## src/rtl/md_issue_queue_if.sv

```systemverilog
`default_nettype none
// +----------------------------------------------------------------------------+
// | md_issue_queue_if                                                          |
// | Pipeline / MD-unit side signals of the multiply-divide issue queue.        |
// | Revision: 1.0                                                              |
// +----------------------------------------------------------------------------+
interface md_issue_queue_if #(
  parameter int DEPTH = 2,
  parameter int OP_W  = 4
);
  logic                     in_valid;
  logic [OP_W-1:0]          in_op;
  logic [31:0]              in_d1;
  logic [31:0]              in_d2;
  logic                     flush;
  logic                     md_busy;
  logic [OP_W-1:0]          out_op;
  logic [31:0]              out_d1;
  logic [31:0]              out_d2;
  logic                     stall;
  logic [$clog2(DEPTH):0]   pending;

  modport master (
    output in_valid, in_op, in_d1, in_d2, flush, md_busy,
    input  out_op, out_d1, out_d2, stall, pending
  );

  modport slave (
    input  in_valid, in_op, in_d1, in_d2, flush, md_busy,
    output out_op, out_d1, out_d2, stall, pending
  );
endinterface
`default_nettype wire

```

## src/rtl/md_issue_queue.sv

```systemverilog
`default_nettype none
// +----------------------------------------------------------------------------+
// | md_issue_queue                                                             |
// | In-order FIFO feeding the HI/LO MD unit; raises stall on full / mfhi-mflo. |
// | Revision: 1.0                                                              |
// +----------------------------------------------------------------------------+
module md_issue_queue #(
  parameter int DEPTH = 2,
  parameter int OP_W  = 4
) (
  input  logic            clk,
  input  logic            reset,
  md_issue_queue_if.slave bus
);
  localparam int                 C_PTR_W = $clog2(DEPTH);
  localparam int                 C_CNT_W = C_PTR_W + 1;
  localparam logic [C_CNT_W-1:0] C_DEPTH = C_CNT_W'(DEPTH);
  localparam logic [C_PTR_W-1:0] C_PTR_ONE = C_PTR_W'(1);

  logic [OP_W-1:0]    r_op [DEPTH];
  logic [31:0]        r_d1 [DEPTH];
  logic [31:0]        r_d2 [DEPTH];
  logic [C_PTR_W-1:0] r_rd_ptr;
  logic [C_PTR_W-1:0] r_wr_ptr;
  logic [C_CNT_W-1:0] r_count;

  logic w_is_enq;
  logic w_is_read;
  logic w_issue;
  logic w_accept;

  always_comb begin
    w_is_enq  = 1'b0;
    w_is_read = 1'b0;
    case (int'(bus.in_op))
      1, 2, 3, 4, 9, 10, 11, 12: w_is_enq  = 1'b1;
      7, 8:                      w_is_enq  = 1'b1;
      5, 6:                      w_is_read = 1'b1;
      default: ;
    endcase
  end

  assign w_issue  = (r_count != '0) && !bus.md_busy;
  assign w_accept = bus.in_valid && w_is_enq && !bus.flush &&
                    ((r_count < C_DEPTH) || w_issue);

  // mfhi/mflo must wait for every older MD op to finish writing HI/LO
  assign bus.stall = bus.in_valid && !bus.flush &&
                     ((w_is_enq && (r_count == C_DEPTH) && !w_issue) ||
                      (w_is_read && ((r_count != '0) || bus.md_busy)));

  assign bus.out_op  = w_issue ? r_op[r_rd_ptr] : '0;
  assign bus.out_d1  = w_issue ? r_d1[r_rd_ptr] : '0;
  assign bus.out_d2  = w_issue ? r_d2[r_rd_ptr] : '0;
  assign bus.pending = r_count;

  always_ff @(posedge clk) begin
    if (reset) begin
      r_rd_ptr <= '0;
      r_wr_ptr <= '0;
      r_count  <= '0;
      for (int i = 0; i < DEPTH; i++) begin
        r_op[i] <= '0;
        r_d1[i] <= '0;
        r_d2[i] <= '0;
      end
    end else begin
      if (w_accept) begin
        r_op[r_wr_ptr] <= bus.in_op;
        r_d1[r_wr_ptr] <= bus.in_d1;
        r_d2[r_wr_ptr] <= bus.in_d2;
        r_wr_ptr       <= r_wr_ptr + C_PTR_ONE;
      end
      // An issue in the flush cycle still reaches the MD unit; its entry is just dropped.
      if (bus.flush) begin
        r_rd_ptr <= r_wr_ptr;
        r_count  <= '0;
      end else begin
        if (w_issue) begin
          r_rd_ptr <= r_rd_ptr + C_PTR_ONE;
        end
        r_count <= r_count + {{C_PTR_W{1'b0}}, w_accept} - {{C_PTR_W{1'b0}}, w_issue};
      end
    end
  end
endmodule
`default_nettype wire
```

## src/flat_wrapper.sv

```systemverilog
// flat-port wrapper written by rule: the top's interface ports become plain ports
module md_issue_queue_flat 
#(
  parameter int DEPTH = 2,
  parameter int OP_W  = 4
)
  (clk, reset, bus_in_valid, bus_in_op, bus_in_d1, bus_in_d2, bus_flush, bus_md_busy, bus_out_op, bus_out_d1, bus_out_d2, bus_stall, bus_pending);
  md_issue_queue_if #(.DEPTH(DEPTH), .OP_W(OP_W)) bus_i ();
  input  logic clk;
  input  logic reset;
  input wire logic [$bits(bus_i.in_valid)-1:0] bus_in_valid;
  input wire logic [$bits(bus_i.in_op)-1:0] bus_in_op;
  input wire logic [$bits(bus_i.in_d1)-1:0] bus_in_d1;
  input wire logic [$bits(bus_i.in_d2)-1:0] bus_in_d2;
  input wire logic [$bits(bus_i.flush)-1:0] bus_flush;
  input wire logic [$bits(bus_i.md_busy)-1:0] bus_md_busy;
  output wire logic [$bits(bus_i.out_op)-1:0] bus_out_op;
  output wire logic [$bits(bus_i.out_d1)-1:0] bus_out_d1;
  output wire logic [$bits(bus_i.out_d2)-1:0] bus_out_d2;
  output wire logic [$bits(bus_i.stall)-1:0] bus_stall;
  output wire logic [$bits(bus_i.pending)-1:0] bus_pending;
  assign bus_i.in_valid = bus_in_valid;
  assign bus_i.in_op = bus_in_op;
  assign bus_i.in_d1 = bus_in_d1;
  assign bus_i.in_d2 = bus_in_d2;
  assign bus_i.flush = bus_flush;
  assign bus_i.md_busy = bus_md_busy;
  assign bus_out_op = bus_i.out_op;
  assign bus_out_d1 = bus_i.out_d1;
  assign bus_out_d2 = bus_i.out_d2;
  assign bus_stall = bus_i.stall;
  assign bus_pending = bus_i.pending;
  md_issue_queue #(.DEPTH(DEPTH), .OP_W(OP_W)) u_core (.clk(clk), .reset(reset), .bus(bus_i));
endmodule
```

## config.mk

```make
export PLATFORM = sky130hd
export DESIGN_NAME = md_issue_queue_flat
export DESIGN_NICKNAME = d
export VERILOG_FILES = /design/src/rtl/md_issue_queue_if.sv /design/src/rtl/md_issue_queue.sv /design/src/flat_wrapper.sv
export SDC_FILE = /design/constraint.sdc
export NUM_CORES = 1
export LEC_CHECK = 0
export ABC_AREA = 1
export CAP_MARGIN = 25
export CORE_MARGIN = 5
export CORE_UTILIZATION = 50
export DETAILED_ROUTE_END_ITERATION = 10
export PLACE_DENSITY = 0.78
export REMOVE_ABC_BUFFERS = 1
export SLEW_MARGIN = 15
export SYNTH_ARGS = -nofsm -noshare
export SYNTH_HDL_FRONTEND = slang
export SYNTH_SLANG_ARGS = --single-unit
```

## constraint.sdc

```tcl
create_clock -name clk -period 3.63 [get_ports clk]
set_input_delay 0.726 -clock clk [delete_from_list [all_inputs] [get_ports clk]]
set_output_delay 0.726 -clock clk [all_outputs]
set_load 0.02 [all_outputs]
```

==> flow_summary.rst, run 1 <==
.. list-table::
   :header-rows: 1

   * - Metric
     - Value
   * - WL met2
     - 7159 um
   * - Final cycle utilization of the critical path
     - 0.8962
   * - First-pass GRT wire length
     - 23050 um
   * - Endpoint type of the worst setup path
     - output pin
   * - Total buffers and inverters traversed by the critical path
     - 2
   * - Antenna cells
     - 0
   * - Post-CTS setup-driven buffer insertion count
     - 0
   * - IR drop worst, VDD
     - 256.1 uV
   * - RSZ-0062 raised after global routing
     - no
   * - Final cell area excluding filler cells
     - 8826 sq um
   * - Final-report hold violation count
     - 0
   * - Maximum buffer depth of the clock tree
     - 2
   * - Number of maximum-capacitance violations
     - 0
   * - Startpoint of the lowest-slack hold path
     - u_core.r_rd_ptr
   * - Worst-path maximum fanout
     - 4
   * - Storage element area
     - 4188 sq um
   * - Overflow left after global routing
     - 0
   * - Slew HR
     - 0.4172
   * - Min Clock Period, post-route
     - 3253 ps
   * - Die W
     - 125.3 um
   * - Wire per inst
     - 14.68 um
   * - Synth Cell Area
     - 6651 sq um
   * - Initial Utilization
     - 0.5063
   * - Total GRT Usage
     - 0.1814
   * - Depth of the worst hold-timing path
     - 3
   * - Synthesis Warnings
     - 0
   * - Inserted Clock Buffers
     - 17
   * - Full die area
     - 15710 sq um
   * - Setup TNS Final
     - 0 ps
   * - Area share of the largest cell type after synthesis
     - 0.6140
   * - Worst slack, placed
     - 414.3 ps
   * - Required time reported for the critical path endpoint
     - 2900 ps
   * - Io pins
     - 144
   * - Yosys top cell by area
     - sky130_fd_sc_hd__edfxtp_1
   * - Number of design rule violations left after detail routing
     - 0
   * - Via count
     - 4516
   * - Critical path's largest stage delay
     - 650 ps
   * - Total Power Consumption
     - 3807 uW
   * - Post-place instance area
     - 8307 sq um
   * - Clock root cell
     - sky130_fd_sc_hd__clkbuf_16
   * - Core Box Area
     - 13140 sq um
   * - Detail Route Antenna Nets
     - 0
   * - Detailed-router iteration count before antenna repair
     - 4
   * - Worst R2R End
     - u_core.r_d2[1][27]
   * - Sink count of the clock tree
     - 141
   * - Total routed wirelength
     - 14070 um
   * - Slowest CP cell
     - sky130_fd_sc_hd__clkdlybuf4s50_1
   * - Worst-margin pin slew
     - 874.2 ps
   * - Clk_skew
     - 6.464 ps
   * - Power spent charging and discharging nets
     - 820.7 uW
   * - Async set-or-reset flop fraction in the synthesized netlist
     - 0
   * - CTS clock-pin slew for the worst setup and hold paths
     - 50 ps
   * - Number of I/O port buffers
     - 143
   * - Internal
     - 2987 uW
   * - Uppermost metal layer occupied by signal nets
     - met4
   * - H-tree depth reported by CTS
     - 4
   * - Final number of max-transition violations
     - 0
   * - Seq cells post-synth
     - 141
   * - Yosys cell types
     - 25
   * - Number of buffers added to fix hold violations after cts
     - 0
   * - Fraction of the yosys area taken by sequential cells
     - 0.6290
   * - Number of standard cells in the layout, taps in and fillers out
     - 958
   * - Cell-by-cell trace of the critical path
     - clkdlybuf4s50_1, nand2_1, nor2_1, nor2_1, nor2_4, nand2_1, o31ai_1, clkdlybuf4s50_1
   * - Met3 WL
     - 661 um
   * - Footprint of the multi-input gates
     - 1787 sq um
   * - Number of nets at the end of the flow
     - 844
   * - Final critical-path setup slack
     - 377.0 ps
   * - Sw frac
     - 0.2156
   * - R2R cell count
     - 5
   * - Maximum operating frequency
     - 307.4 MHz
   * - R2R Setup Slk
     - 1550 ps
   * - Fraction of layout cells with a size suffix above 1
     - 0.1547
   * - Setup violation total in the final timing report
     - 0
   * - Iter 0 DRT Violations
     - 310
   * - Areal power density over the cells
     - 431.4 nW/um^2
   * - Worst r2r src
     - u_core.bus.pending[1]
   * - Startpoint-to-endpoint class of the critical path
     - in2out
   * - EDFF count, synth
     - 136
   * - Placed wire-length estimate after detailed placement
     - 8916 um
   * - Leakage power figure
     - 0.004110 uW
   * - Critical path startpoint category
     - input pin
   * - Proportion of power drawn by combinational gates
     - 0.096
   * - GP Congestion
     - 0.7991
   * - Fill count
     - 1018
   * - Die span in y
     - 125.3 um
   * - Largest net degree at the start of global routing
     - 70
   * - Via density per instance
     - 4.714
   * - Area Growth Syn to Fin
     - 32.69%
   * - Leading post-synthesis cells by cell area
     - sky130_fd_sc_hd__edfxtp_1 (61%), sky130_fd_sc_hd__mux2_2 (12%), sky130_fd_sc_hd__inv_1 (8.3%), sky130_fd_sc_hd__nor2_1 (7.6%), sky130_fd_sc_hd__nand2_1 (4.5%)
   * - TritonCTS clock tree
     - done
   * - Status
     - finished clean
   * - Antenna violations before repair
     - 0
   * - Data arrival time of the critical path
     - 2530 ps
   * - Post-CTS resize count
     - 0
   * - Cell total after placement
     - 926
   * - Via count of the first global-routing pass
     - 4886
   * - Routed met1 length
     - 6075 um
   * - Insertion delay to the later sink of the worst-skew pair
     - 400 ps
   * - Cells after Synth
     - 626
   * - Number of placement rows
     - 42
   * - Critical path's top delay family
     - buffers and inverters
   * - Seq pwr share
     - 0.498
   * - Most instantiated flip-flop cell in the synthesis netlist
     - sky130_fd_sc_hd__edfxtp_1
   * - Part of the total power dissipated in the clock network
     - 0.406
   * - Post-Synthesis Mean Instance Area
     - 10.63 sq um
   * - Class of the worst hold path
     - reg2reg
==> synth_stat cells (2+ instances only) <==
cell,number
sky130_fd_sc_hd__inv_1,147
sky130_fd_sc_hd__nand2_1,79
sky130_fd_sc_hd__buf_4,3
sky130_fd_sc_hd__a21oi_1,2
sky130_fd_sc_hd__buf_2,17
sky130_fd_sc_hd__edfxtp_1,136
sky130_fd_sc_hd__clkbuf_1,7
sky130_fd_sc_hd__nor2_2,9
sky130_fd_sc_hd__nand3_1,2
sky130_fd_sc_hd__ha_1,2
sky130_fd_sc_hd__mux2_2,68
sky130_fd_sc_hd__buf_6,2
sky130_fd_sc_hd__o21ai_0,2
sky130_fd_sc_hd__nor2_1,135
sky130_fd_sc_hd__dfxtp_1,5
==> final cells by class <==
cell class / count / share of cell area
Multi-Input combinational cell: 308 / 0.2024
Clock buffer: 23 / 0.05075
Inverter: 148 / 0.06294
Clock inverter: 9 / 0.008081
Timing Repair Buffer: 153 / 0.1764
Tap cell: 176 / 0.02495
Sequential cell: 141 / 0.4745
==> metal layers <==
metal,global-route usage,vias up
li1,-,2230
met5,0,-
met1,0.2245,2149
met2,0.3160,121
met4,0.05867,0
met3,0.04179,16
==> sequential cells by signal (all words and copies together), names as in the netlist, named ones only <==
register / count
u_core.r_d1: 64
u_core.r_d2: 64
u_core.r_op: 8
u_core.bus.pending: 2
u_core.r_rd_ptr: 1
u_core.r_wr_ptr: 1
==> logic make-up after synthesis <==
kind of cell	count (synthesis)	share of synthesized area
and+or+nand+nor	230	0.1375
buffers and inverters	177	0.1070
DFF	141	0.6290
muxes	68	0.1151
AOI/OAI and AO/OA	7	0.006208
adders and majority gates	2	0.003762
xor gates and xnor gates	1	0.001317
==> tightest hold or removal path: stages, from the launching register on <==
cell and delay [ps]:
sky130_fd_sc_hd__dfxtp_1 330, sky130_fd_sc_hd__o21ai_0 80, sky130_fd_sc_hd__o21ai_0 70, sky130_fd_sc_hd__inv_1 50
==> stage by stage <==
stage / utilization / hold slack [ps]
2_1_floorplan: - / 520.8
3_3_place_gp: 0.6323 / 548.6
3_5_place_dp: 0.6323 / 551.1
4_1_cts: 0.6718 / 568.2
5_1_grt: 0.6718 / 612.1
6_report: 0.6718 / 557.7
==> how the worst max path moves through the flow <==
stage / startpoint / endpoint / slack, ps / depth (start not counted)
after floorplan: bus_in_valid / u_core.r_d1[0][0] / -680 / 6
after global placement: bus_in_op[1] / bus_stall / 470 / 8
after detailed placement: bus_in_op[1] / bus_stall / 410 / 8
after CTS: bus_in_op[1] / bus_stall / 400 / 8
after global routing: bus_in_op[1] / bus_stall / 270 / 8
final: bus_in_op[1] / bus_stall / 380 / 8
==> power groups by stage <==
stage                     logic, uW  registers [uW]  clock network [uW]
after floorplan                 190            1930                   0
after global placement          358            1920                   0
after detailed placement        366            1930                   0
after CTS                       368            1900                1560
after global routing            397            1900                1640
final                           365            1900                1540
==> placed cells by master (no fill, tap or decap), types with 2 or more instances in the layout <==
cell type                         instances
sky130_fd_sc_hd__inv_1                  147
sky130_fd_sc_hd__clkdlybuf4s50_1        143
sky130_fd_sc_hd__edfxtp_1               136
sky130_fd_sc_hd__nor2_1                 135
sky130_fd_sc_hd__nand2_1                 77
sky130_fd_sc_hd__mux2_2                  68
sky130_fd_sc_hd__clkbuf_16               17
sky130_fd_sc_hd__nor2_2                   9
sky130_fd_sc_hd__clkbuf_1                 6
sky130_fd_sc_hd__clkinv_2                 6
sky130_fd_sc_hd__buf_4                    6
sky130_fd_sc_hd__buf_12                   4
sky130_fd_sc_hd__dfxtp_1                  4
sky130_fd_sc_hd__nand2_4                  2
sky130_fd_sc_hd__nand3_1                  2
sky130_fd_sc_hd__a21oi_1                  2
sky130_fd_sc_hd__o21ai_0                  2
sky130_fd_sc_hd__ha_1                     2
Power figures use the tool's default switching activity.
==> run 2: changes to the inputs <==
--- a/config.mk
+++ b/config.mk
@@ -8,9 +8,9 @@
 export ABC_AREA = 1
 export CAP_MARGIN = 25
 export CORE_MARGIN = 5
-export CORE_UTILIZATION = 50
+export CORE_UTILIZATION = 43
 export DETAILED_ROUTE_END_ITERATION = 10
-export PLACE_DENSITY = 0.78
+export PLACE_DENSITY = 0.68
 export REMOVE_ABC_BUFFERS = 1
 export SLEW_MARGIN = 15
 export SYNTH_ARGS = -nofsm -noshare
==> constraint.sdc (replaced) <==
create_clock -name clk -period 3.63 [get_ports clk]
set_input_delay 0.726 -clock clk [delete_from_list [all_inputs] [get_ports clk]]
set_output_delay 0.726 -clock clk [all_outputs]
set_load 0.05 [all_outputs]
==> flow_summary.rst, run 2 (same netlist as run 1, synthesis figures left out) <==
.. list-table::
   :header-rows: 1

   * - Metric
     - Value
   * - Status
     - finished clean
   * - Iter 0 DRT Violations
     - 230 (-26%)
   * - Critical path's top delay family
     - flip-flops
   * - Startpoint of the lowest-slack hold path
     - u_core.r_rd_ptr
   * - Post-CTS setup-driven buffer insertion count
     - 0 (unchanged)
   * - Fill count
     - 1243 (+22%)
   * - RSZ-0062 raised after global routing
     - no
   * - Detailed-router iteration count before antenna repair
     - 5 (+1)
   * - Total Power Consumption
     - 4117 uW (+8.1%)
   * - Insertion delay to the later sink of the worst-skew pair
     - 410 ps (about the same)
   * - Via count of the first global-routing pass
     - 4726 (-3.3%)
   * - Most frequent cells in the layout
     - sky130_fd_sc_hd__inv_1 (147), sky130_fd_sc_hd__edfxtp_1 (136), sky130_fd_sc_hd__nor2_1 (135)
   * - Via count
     - 4436 (-1.8%)
   * - Full die area
     - 18060 sq um (+15%)
   * - Clk_skew
     - 8.910 ps (+2.446 ps)
   * - Final number of max-transition violations
     - 0 (unchanged)
   * - Sink count of the clock tree
     - 141 (unchanged)
   * - Number of I/O port buffers
     - 143 (unchanged)
   * - Final-report hold violation count
     - 0 (unchanged)
   * - Via density per instance
     - 4.597 (-2.5%)
   * - Die W
     - 134.4 um (+7.2%)
   * - Final cycle utilization of the critical path
     - 0.7904 (-0.1058)
   * - Placed wire-length estimate after detailed placement
     - 8846 um (-0.79%)
   * - Worst-margin pin slew
     - 959.9 ps (+85.71 ps)
   * - GP Congestion
     - 0.7848 (-1.8%)
   * - Number of placement rows
     - 45 (+7.1%)
   * - Min Clock Period, post-route
     - 2869 ps (-384.0 ps)
   * - First-pass GRT wire length
     - 22400 um (-2.8%)
   * - Total routed wirelength
     - 13730 um (-2.4%)
   * - Post-place instance area
     - 8695 sq um (+4.7%)
   * - Number of maximum-capacitance violations
     - 0 (unchanged)
   * - Leakage power figure
     - 0.004398 uW (+7.0%)
   * - Worst-path maximum fanout
     - 68 (+64)
   * - Worst r2r src
     - u_core.bus.pending[1]
   * - R2R cell count
     - 5 (unchanged)
   * - Class of the worst hold path
     - reg2reg
   * - Inserted Clock Buffers
     - 17 (unchanged)
   * - R2R Setup Slk
     - 1630 ps (+80 ps)
   * - Maximum buffer depth of the clock tree
     - 2 (unchanged)
   * - Worst R2R End
     - u_core.r_d1[1][12]
   * - Core Box Area
     - 15200 sq um (+16%)
   * - Largest net degree at the start of global routing
     - 70 (unchanged)
   * - Detail Route Antenna Nets
     - 0 (unchanged)
   * - Setup violation total in the final timing report
     - 0 (unchanged)
   * - Depth of the worst hold-timing path
     - 3 (unchanged)
   * - Largest registers
     - u_core.r_d1: 64 flops, u_core.r_d2: 64 flops, u_core.r_op: 8 flops
   * - Startpoint-to-endpoint class of the critical path
     - reg2out
   * - Antenna violations before repair
     - 0 (unchanged)
   * - Clock root cell
     - sky130_fd_sc_hd__clkbuf_16
   * - Required time reported for the critical path endpoint
     - 2900 ps (about the same)
   * - Final cell area excluding filler cells
     - 9320 sq um (+5.6%)
   * - Maximum operating frequency
     - 348.5 MHz (+13%)
   * - Most frequent standard cell in the layout excluding fill and tap cells
     - sky130_fd_sc_hd__inv_1
   * - Min Hold Slack
     - 577.4 ps (+19.71 ps)
   * - Number of buffers added to fix hold violations after cts
     - 0 (unchanged)
   * - Antenna cells
     - 0 (unchanged)
   * - Number of nets at the end of the flow
     - 840 (-0.47%)
   * - Io pins
     - 144 (unchanged)
   * - Wire per inst
     - 14.23 um (-3.1%)
   * - Slew HR
     - 0.3601 (-0.05714)
   * - CTS clock-pin slew for the worst setup and hold paths
     - 50 ps (about the same)
   * - TritonCTS clock tree
     - done
   * - Post-CTS resize count
     - 0 (unchanged)
   * - Fraction of layout cells with a size suffix above 1
     - 0.2445 (+0.08980)
   * - Total GRT Usage
     - 0.1588 (-0.02257)
   * - Number of design rule violations left after detail routing
     - 0 (unchanged)
   * - IR drop worst, VDD
     - 256.6 uV (+0.17%)
   * - Critical path startpoint category
     - register
   * - Endpoint type of the worst setup path
     - output pin
   * - Setup TNS Final
     - 0 ps (unchanged)
   * - Die span in y
     - 134.4 um (+7.2%)
   * - Initial Utilization
     - 0.4375 (-0.06875)
   * - Total buffers and inverters traversed by the critical path
     - 2 (unchanged)
   * - Data arrival time of the critical path
     - 2140 ps (-390 ps)
   * - H-tree depth reported by CTS
     - 4 (unchanged)
   * - Overflow left after global routing
     - 0 (unchanged)
   * - Cell-by-cell trace of the critical path
     - mux2_2, nand2_1, inv_1, buf_4
   * - Critical path's largest stage delay
     - 940 ps (+290 ps)
   * - Slowest CP cell
     - sky130_fd_sc_hd__dfxtp_4
   * - Area Growth Syn to Fin
     - 40.12%
   * - Areal power density over the cells
     - 441.7 nW/um^2 (+2.4%)
[run 2: area by class of cell]
cell class	instances	area, sq um	share of cell area
sequential	141	4188	0.4493
timing repair buffer	149	1929	0.2070
inverter	148	555.5	0.05961
clock inverter	14	200.2	0.02148
tap	188	235.2	0.02524
multi-input combinational	308	1787	0.1917
clock buffer	17	425.4	0.04564
[run 2: worst min-delay path: stages, from the launching register on]
cell and delay (ps):
sky130_fd_sc_hd__dfxtp_1 330, sky130_fd_sc_hd__o21ai_0 80, sky130_fd_sc_hd__o21ai_0 70, sky130_fd_sc_hd__inv_1 50
[run 2: stage by stage]
step,util,worst slack (ps),cells
2_1_floorplan,-,-677.7,597
3_3_place_gp,0.5719,811.1,934
3_5_place_dp,0.5719,782.6,934
4_1_cts,0.6131,720.6,965
5_1_grt,0.6131,615.5,965
6_report,0.6131,760.9,965
[run 2: report_power, final]
group          total (uW)  switching, uW  internal (uW)
Clock                1820            613           1200
Combinational         392            192            199
Sequential           1910           42.5           1870
Total                4120            848           3270
[run 2: worst max-delay path by stage]
stage	to	slack, ps	cells past startpoint	start
after floorplan	u_core.r_d1[0][0]	-680	6	bus_in_valid
after global placement	bus_out_d1[14]	810	8	bus_md_busy
after detailed placement	bus_out_d1[23]	780	8	bus_md_busy
after CTS	bus_out_d1[6]	720	4	register
after global routing	bus_out_d1[6]	620	4	register
final	bus_out_d2[21]	760	4	register
[run 2: per-layer routing]
layer	GRT usage	part of all wire	vias up
met5	0	0	-
met4	0.06052	0.0071	0
met3	0.05401	0.065	6
met2	0.2735	0.53	136
met1	0.1833	0.40	2074
li1	-	-	2220
==> run 3: changes to the inputs <==
==> constraint.sdc (replaced) <==
create_clock -name clk -period 2.7 [get_ports clk]
set_input_delay 0.54 -clock clk [delete_from_list [all_inputs] [get_ports clk]]
set_output_delay 0.54 -clock clk [all_outputs]
set_load 0.05 [all_outputs]
==> flow_summary.rst, run 3 (same netlist as run 1, synthesis figures left out) <==
.. list-table::
   :header-rows: 1

   * - Metric
     - Value
   * - Detailed-router iteration count before antenna repair
     - 4 (-1)
   * - Number of maximum-capacitance violations
     - 0 (unchanged)
   * - Number of nets at the end of the flow
     - 845 (+0.60%)
   * - Critical path's largest stage delay
     - 590 ps (-350 ps)
   * - Proportion of power drawn by combinational gates
     - 0.106 (+0.011)
   * - Die span in y
     - 134.4 um (unchanged)
   * - Final-report hold violation count
     - 0 (unchanged)
   * - Largest net degree at the start of global routing
     - 69 (-1.4%)
   * - Critical Path Most Common Cell
     - sky130_fd_sc_hd__buf_12
   * - Antenna violations before repair
     - 0 (unchanged)
   * - Via count of the first global-routing pass
     - 4905 (+3.8%)
   * - Seq pwr share
     - 0.468 (+0.004)
   * - Endpoint type of the worst setup path
     - output pin
   * - Min Clock Period, post-route
     - 2489 ps
   * - Number of placement rows
     - 45 (unchanged)
   * - Final number of max-transition violations
     - 0 (unchanged)
   * - TritonCTS clock tree
     - done
   * - Most frequent cells in the layout
     - sky130_fd_sc_hd__inv_1 (147), sky130_fd_sc_hd__edfxtp_1 (136), sky130_fd_sc_hd__nor2_1 (135)
   * - Placed wire-length estimate after detailed placement
     - 9157 um (+3.5%)
   * - RSZ-0062 raised after global routing
     - no
   * - Inserted Clock Buffers
     - 17 (unchanged)
   * - CTS clock-pin slew for the worst setup and hold paths
     - 60 ps (about the same)
   * - Part of the total power dissipated in the clock network
     - 0.426 (-0.015)
   * - Most frequent standard cell in the layout excluding fill and tap cells
     - sky130_fd_sc_hd__inv_1
   * - Overflow left after global routing
     - 0 (unchanged)
   * - Leakage power figure
     - 0.004485 uW (+2.0%)
   * - Via count
     - 4560 (+2.8%)
   * - Required time reported for the critical path endpoint
     - 2160 ps (-740 ps)
   * - Status
     - finished clean
   * - Worst slack, placed
     - 205.3 ps (-577.3 ps)
   * - Slew HR
     - 0.6647 (+0.3047)
   * - Clock root cell
     - sky130_fd_sc_hd__clkbuf_16
   * - Full die area
     - 18060 sq um (unchanged)
   * - Detail Route Antenna Nets
     - 0 (unchanged)
   * - Setup violation total in the final timing report
     - 0 (unchanged)
   * - Total routed wirelength
     - 13960 um (+1.7%)
   * - Power spent charging and discharging nets
     - 1184 uW (+40%)
   * - IR drop worst, VDD
     - 382.7 uV (+49%)
   * - Fill count
     - 1179 (-5.1%)
   * - Fin util
     - 0.6352 (+0.02214)
   * - Via density per instance
     - 4.696 (+2.2%)
   * - Critical path startpoint category
     - register
   * - Die W
     - 134.4 um (unchanged)
   * - Post-CTS resize count
     - 0 (unchanged)
   * - Number of design rule violations left after detail routing
     - 0 (unchanged)
   * - Sw frac
     - 0.2178 (+0.01184)
   * - H-tree depth reported by CTS
     - 4 (unchanged)
   * - First-pass GRT wire length
     - 23090 um (+3.1%)
   * - Critical path's top delay family
     - flip-flops
   * - Cell-by-cell trace of the critical path
     - buf_12, mux2_2, nand2_1, inv_1, buf_12
   * - Core Box Area
     - 15200 sq um (unchanged)
   * - Number of buffers added to fix hold violations after cts
     - 0 (unchanged)
   * - Clk_skew
     - 5.409 ps (-3.500 ps)
   * - Final cycle utilization of the critical path
     - 0.9219
   * - Setup TNS Final
     - 0 ps (unchanged)
   * - Initial Utilization
     - 0.4375 (unchanged)
   * - GP Congestion
     - 0.7491 (-4.5%)
   * - Wire per inst
     - 14.37 um (+1.0%)
   * - Data arrival time of the critical path
     - 1950 ps (-190 ps)
   * - Internal
     - 4253 uW (+30%)
   * - Maximum operating frequency
     - 401.8 MHz
   * - Maximum buffer depth of the clock tree
     - 2 (unchanged)
   * - Class of the worst hold path
     - reg2reg
   * - Total buffers and inverters traversed by the critical path
     - 3 (+1)
   * - Fraction of layout cells with a size suffix above 1
     - 0.2503 (+0.005789)
   * - Total GRT Usage
     - 0.1608 (+0.001943)
   * - Area Growth Syn to Fin
     - 45.18%
   * - Startpoint-to-endpoint class of the critical path
     - reg2out
   * - Antenna cells
     - 0 (unchanged)
   * - Worst-path maximum fanout
     - 32 (-53%)
   * - Worst-margin pin slew
     - 501.3 ps (-458.6 ps)
   * - Io pins
     - 144 (unchanged)
   * - Min Hold Slack
     - 603.4 ps (+25.95 ps)
   * - Sink count of the clock tree
     - 141 (unchanged)
   * - Areal power density over the cells
     - 563.0 nW/um^2 (+27%)
   * - Final critical-path setup slack
     - 210.9 ps (-550.0 ps)
   * - Slowest CP cell
     - sky130_fd_sc_hd__dfxtp_4
   * - Largest registers
     - u_core.r_d1: 64 flops, u_core.r_d2: 64 flops, u_core.r_op: 8 flops
   * - Iter 0 DRT Violations
     - 299 (+30%)
   * - Number of I/O port buffers
     - 143 (unchanged)
   * - Insertion delay to the later sink of the worst-skew pair
     - 400 ps (about the same)
run 3: routing by layer:
metal	share of wire	track usage	wire length, um	up-vias
li1	-	-	-	2239
met1	0.42	0.1938	5927	2200
met2	0.52	0.2841	7265	107
met5	0	0	0	-
met4	0.010	0.04525	143	0
met3	0.045	0.04276	622	14
run 3: area by class of cell:
| class | count | area [sq um] | share of cell area |
|---|---|---|---|
| well taps | 188 | 235.2 | 0.02436 |
| flip-flops and latches | 141 | 4188 | 0.4337 |
| clock inverters | 14 | 170.2 | 0.01762 |
| multi-input cells | 308 | 1787 | 0.1850 |
| inverters | 148 | 555.5 | 0.05753 |
| repair buffers | 154 | 2292 | 0.2374 |
| clock buffers | 18 | 429.2 | 0.04444 |
run 3: path summary, 6_finish.rpt:
check	depth (start not counted)	slack, ps	from	endpoint
setup / recovery	5	210	register	bus_out_op[2]
setup reg to reg	8	880	u_core.bus.pending[1]	u_core.bus.pending[1]
hold / removal	3	600	u_core.r_rd_ptr	register
hold reg to reg	3	600	u_core.r_rd_ptr	register
run 3: timing repair:
action,CTS,global route
setup endpoints to repair,0,1
buffers inserted,0,1
endpoints found under the hold margin,0,0
run 3: power groups by stage:
stage                     logic, uW  registers [uW]  clock network (uW)
after global routing            619            2560                2490
after floorplan                 291            2600                   0
after detailed placement        578            2590                   0
final                           576            2550                2310
after CTS                       582            2550                2360
after global placement          570            2590                   0
run 3: through the flow:
stage	std cells	area [sq um]	power, uW
final	971	9657	5437
after global routing	971	9657	5670
after CTS	970	9649	5487
after detailed placement	938	9050	3172
after global placement	938	9050	3156
after floorplan	597	6495	2893
run 3: worst min-delay path: stages, from the launching register on:
cell and delay (ps):
sky130_fd_sc_hd__dfxtp_1 340, sky130_fd_sc_hd__o21ai_0 90, sky130_fd_sc_hd__o21ai_0 80, sky130_fd_sc_hd__inv_1 50
==> patch, RTL diff (flow settings as in run 3) <==
`OP_W` is set to 4 in 3 places; all go to 3.
--- a/src/rtl/md_issue_queue_if.sv
+++ b/src/rtl/md_issue_queue_if.sv
@@ -6,7 +6,7 @@
 // +----------------------------------------------------------------------------+
 interface md_issue_queue_if #(
   parameter int DEPTH = 2,
-  parameter int OP_W  = 4
+  parameter int OP_W  = 3
 );
   logic                     in_valid;
   logic [OP_W-1:0]          in_op;
--- a/src/rtl/md_issue_queue.sv
+++ b/src/rtl/md_issue_queue.sv
@@ -6,7 +6,7 @@
 // +----------------------------------------------------------------------------+
 module md_issue_queue #(
   parameter int DEPTH = 2,
-  parameter int OP_W  = 4
+  parameter int OP_W  = 3
 ) (
   input  logic            clk,
   input  logic            reset,
--- a/src/flat_wrapper.sv
+++ b/src/flat_wrapper.sv
@@ -2,7 +2,7 @@
 module md_issue_queue_flat 
 #(
   parameter int DEPTH = 2,
-  parameter int OP_W  = 4
+  parameter int OP_W  = 3
 )
   (clk, reset, bus_in_valid, bus_in_op, bus_in_d1, bus_in_d2, bus_flush, bus_md_busy, bus_out_op, bus_out_d1, bus_out_d2, bus_stall, bus_pending);
   md_issue_queue_if #(.DEPTH(DEPTH), .OP_W(OP_W)) bus_i ();
Interface: changed (resized bus_in_op and bus_out_op); port bits go from 144 to 142. The function was not compared with the original's and may differ.
==> patch against run 3 <==
- die area decreased by 2.7%
- first-iteration DRC count increased by 7.0%
- highest routed layer unchanged
- core utilization increased by 1.7 points
- routed wire length increased by 2.0%
- area after synthesis decreased by 2.9%
- count of clock-buffer cells in the layout unchanged
- worst hold slack got worse by 72 ps
- sequential cell count decreased by 2
- final area decreased by 1.1%
- total power increased by 5.3%
- synthesized cell count decreased by 2.7%
- worst setup slack got worse by 72 ps
==> patch: results (changes against run 3) <==
stage;metric;value;unit;change
worst_setup_path;crit_fanout;42;;+31%
cells_and_area;reg_top3;u_core.r_d1 x64, u_core.r_d2 x64, u_core.r_op x6;;
routing;drt-initial-drc-count;320;;+7.0%
min_path;min_path_cells;2;;-1
routing;postRouteWirelength;14200;µm;+2.0%
synth;yosysSeqAreaShare;0.639;;+0.00959
min_path;worstHoldStart;u_core.r_wr_ptr;;
synth;yosys-top-cells-area;edfxtp_1, mux2_2, inv_1;;
worst_setup_path;reg2reg_slack;570;ps;-310 ps
synth;synth_cell_types;22;;-12%
worst_setup_path;regToRegEndpoint;u_core.r_d2[1][20];;
synth;ys_top_cells_by_count;inv_1, nor2_1, edfxtp_1;;
placed_design;gp_congestion;0.821;;+9.6%
global_route;met3_usage;0.0497;;+0.00697
cells_and_area;drive_above_1_share;0.237;;-0.0137
placed_design;dpl-instance-area;8860;µm²;-2.1%
synth;synth_compound_area_frac;0.00756;;+0.00135
worst_setup_path;arrival;2020;ps;+70 ps
timing;worst_slew_pin_slew;788;ps;+286 ps
global_route;grt_pass1_vias;4844;;-1.2%
routing;dr.pass1.iters;4;;unchanged
placed_design;hpwl;9140;µm;-0.21%
synth;synthAdderAreaFrac;0.00194;;-0.00182
global_route;grtUsageMet1;0.199;;+0.00552
global_route;grt_first_pass_wirelength;23300;µm;+0.90%
synth;synth_mux_area_frac;0.117;;+0.00171
timing;skew;9.97;ps;+4.56 ps
global_route;use_met2;0.290;;+0.00605
routing;wl_met3;844;µm;+36%
cells_and_area;n_fill_cell;1120;;-5.0%
outcome;outcome;finished, final reports clean;;
routing;met2_length;7170;µm;-1.3%
power;peakVddDrop;0.000400;V;+4.6%
[patch: final cells by class]
type,instances,area [µm²],share of cell area
clock buffer,18,429,0.0450
clock inverter,14,249,0.0261
inverter,142,533,0.0558
multi-input combinational,300,1700,0.178
sequential,139,4130,0.432
tap,184,230,0.0241
timing repair buffer,152,2280,0.239
[patch: worst max path at each step]
stage	endpoint	cells after the start	from
4_1_cts	bus_stall	8	bus_in_op[1]
3_5_place_dp	u_core.r_d1[1][3]	7	bus_md_busy
6_report	bus_out_d1[18]	8	bus_md_busy
5_1_grt	bus_out_d1[13]	8	bus_md_busy
2_1_floorplan	u_core.r_d1[1][0]	4	u_core.bus.pending[1]
3_3_place_gp	u_core.r_op[1][1]	7	bus_md_busy
[patch: metrics by stage]
step,setup WS [ps],hold WS (ps),std cells
2_1_floorplan,-2420,475,581
3_3_place_gp,86.4,504,917
3_5_place_dp,-10.0,509,917
4_1_cts,69.0,520,949
5_1_grt,56.5,543,949
6_report,139,531,949
[patch: power breakdown]
part	switching [mW]	internal, mW
Sequential	0.0370	2.47
Clock	0.849	1.81
Combinational	0.274	0.281
Total	1.16	4.56
[patch: cells by family (layout without fill, tap and decap cells)]
| group | after synthesis | in the layout |
|---|---|---|
| DFF | 139 | 139 |
| adders and majority gates | 1 | 1 |
| muxes | 67 | 67 |
| buffers and inverters | 170 | 326 |
| and+or+nand+nor | 223 | 223 |
| xor gates and xnor gates | 1 | 1 |
| AOI/OAI and AO/OA | 8 | 8 |
[patch: worst max-delay path: stages]
cell and delay, ps:
clkdlybuf4s50_1 530, inv_1 70, o21ai_1 210, inv_2 110, buf_12 190, nand2_1 100
inv_1 80, buf_12 150
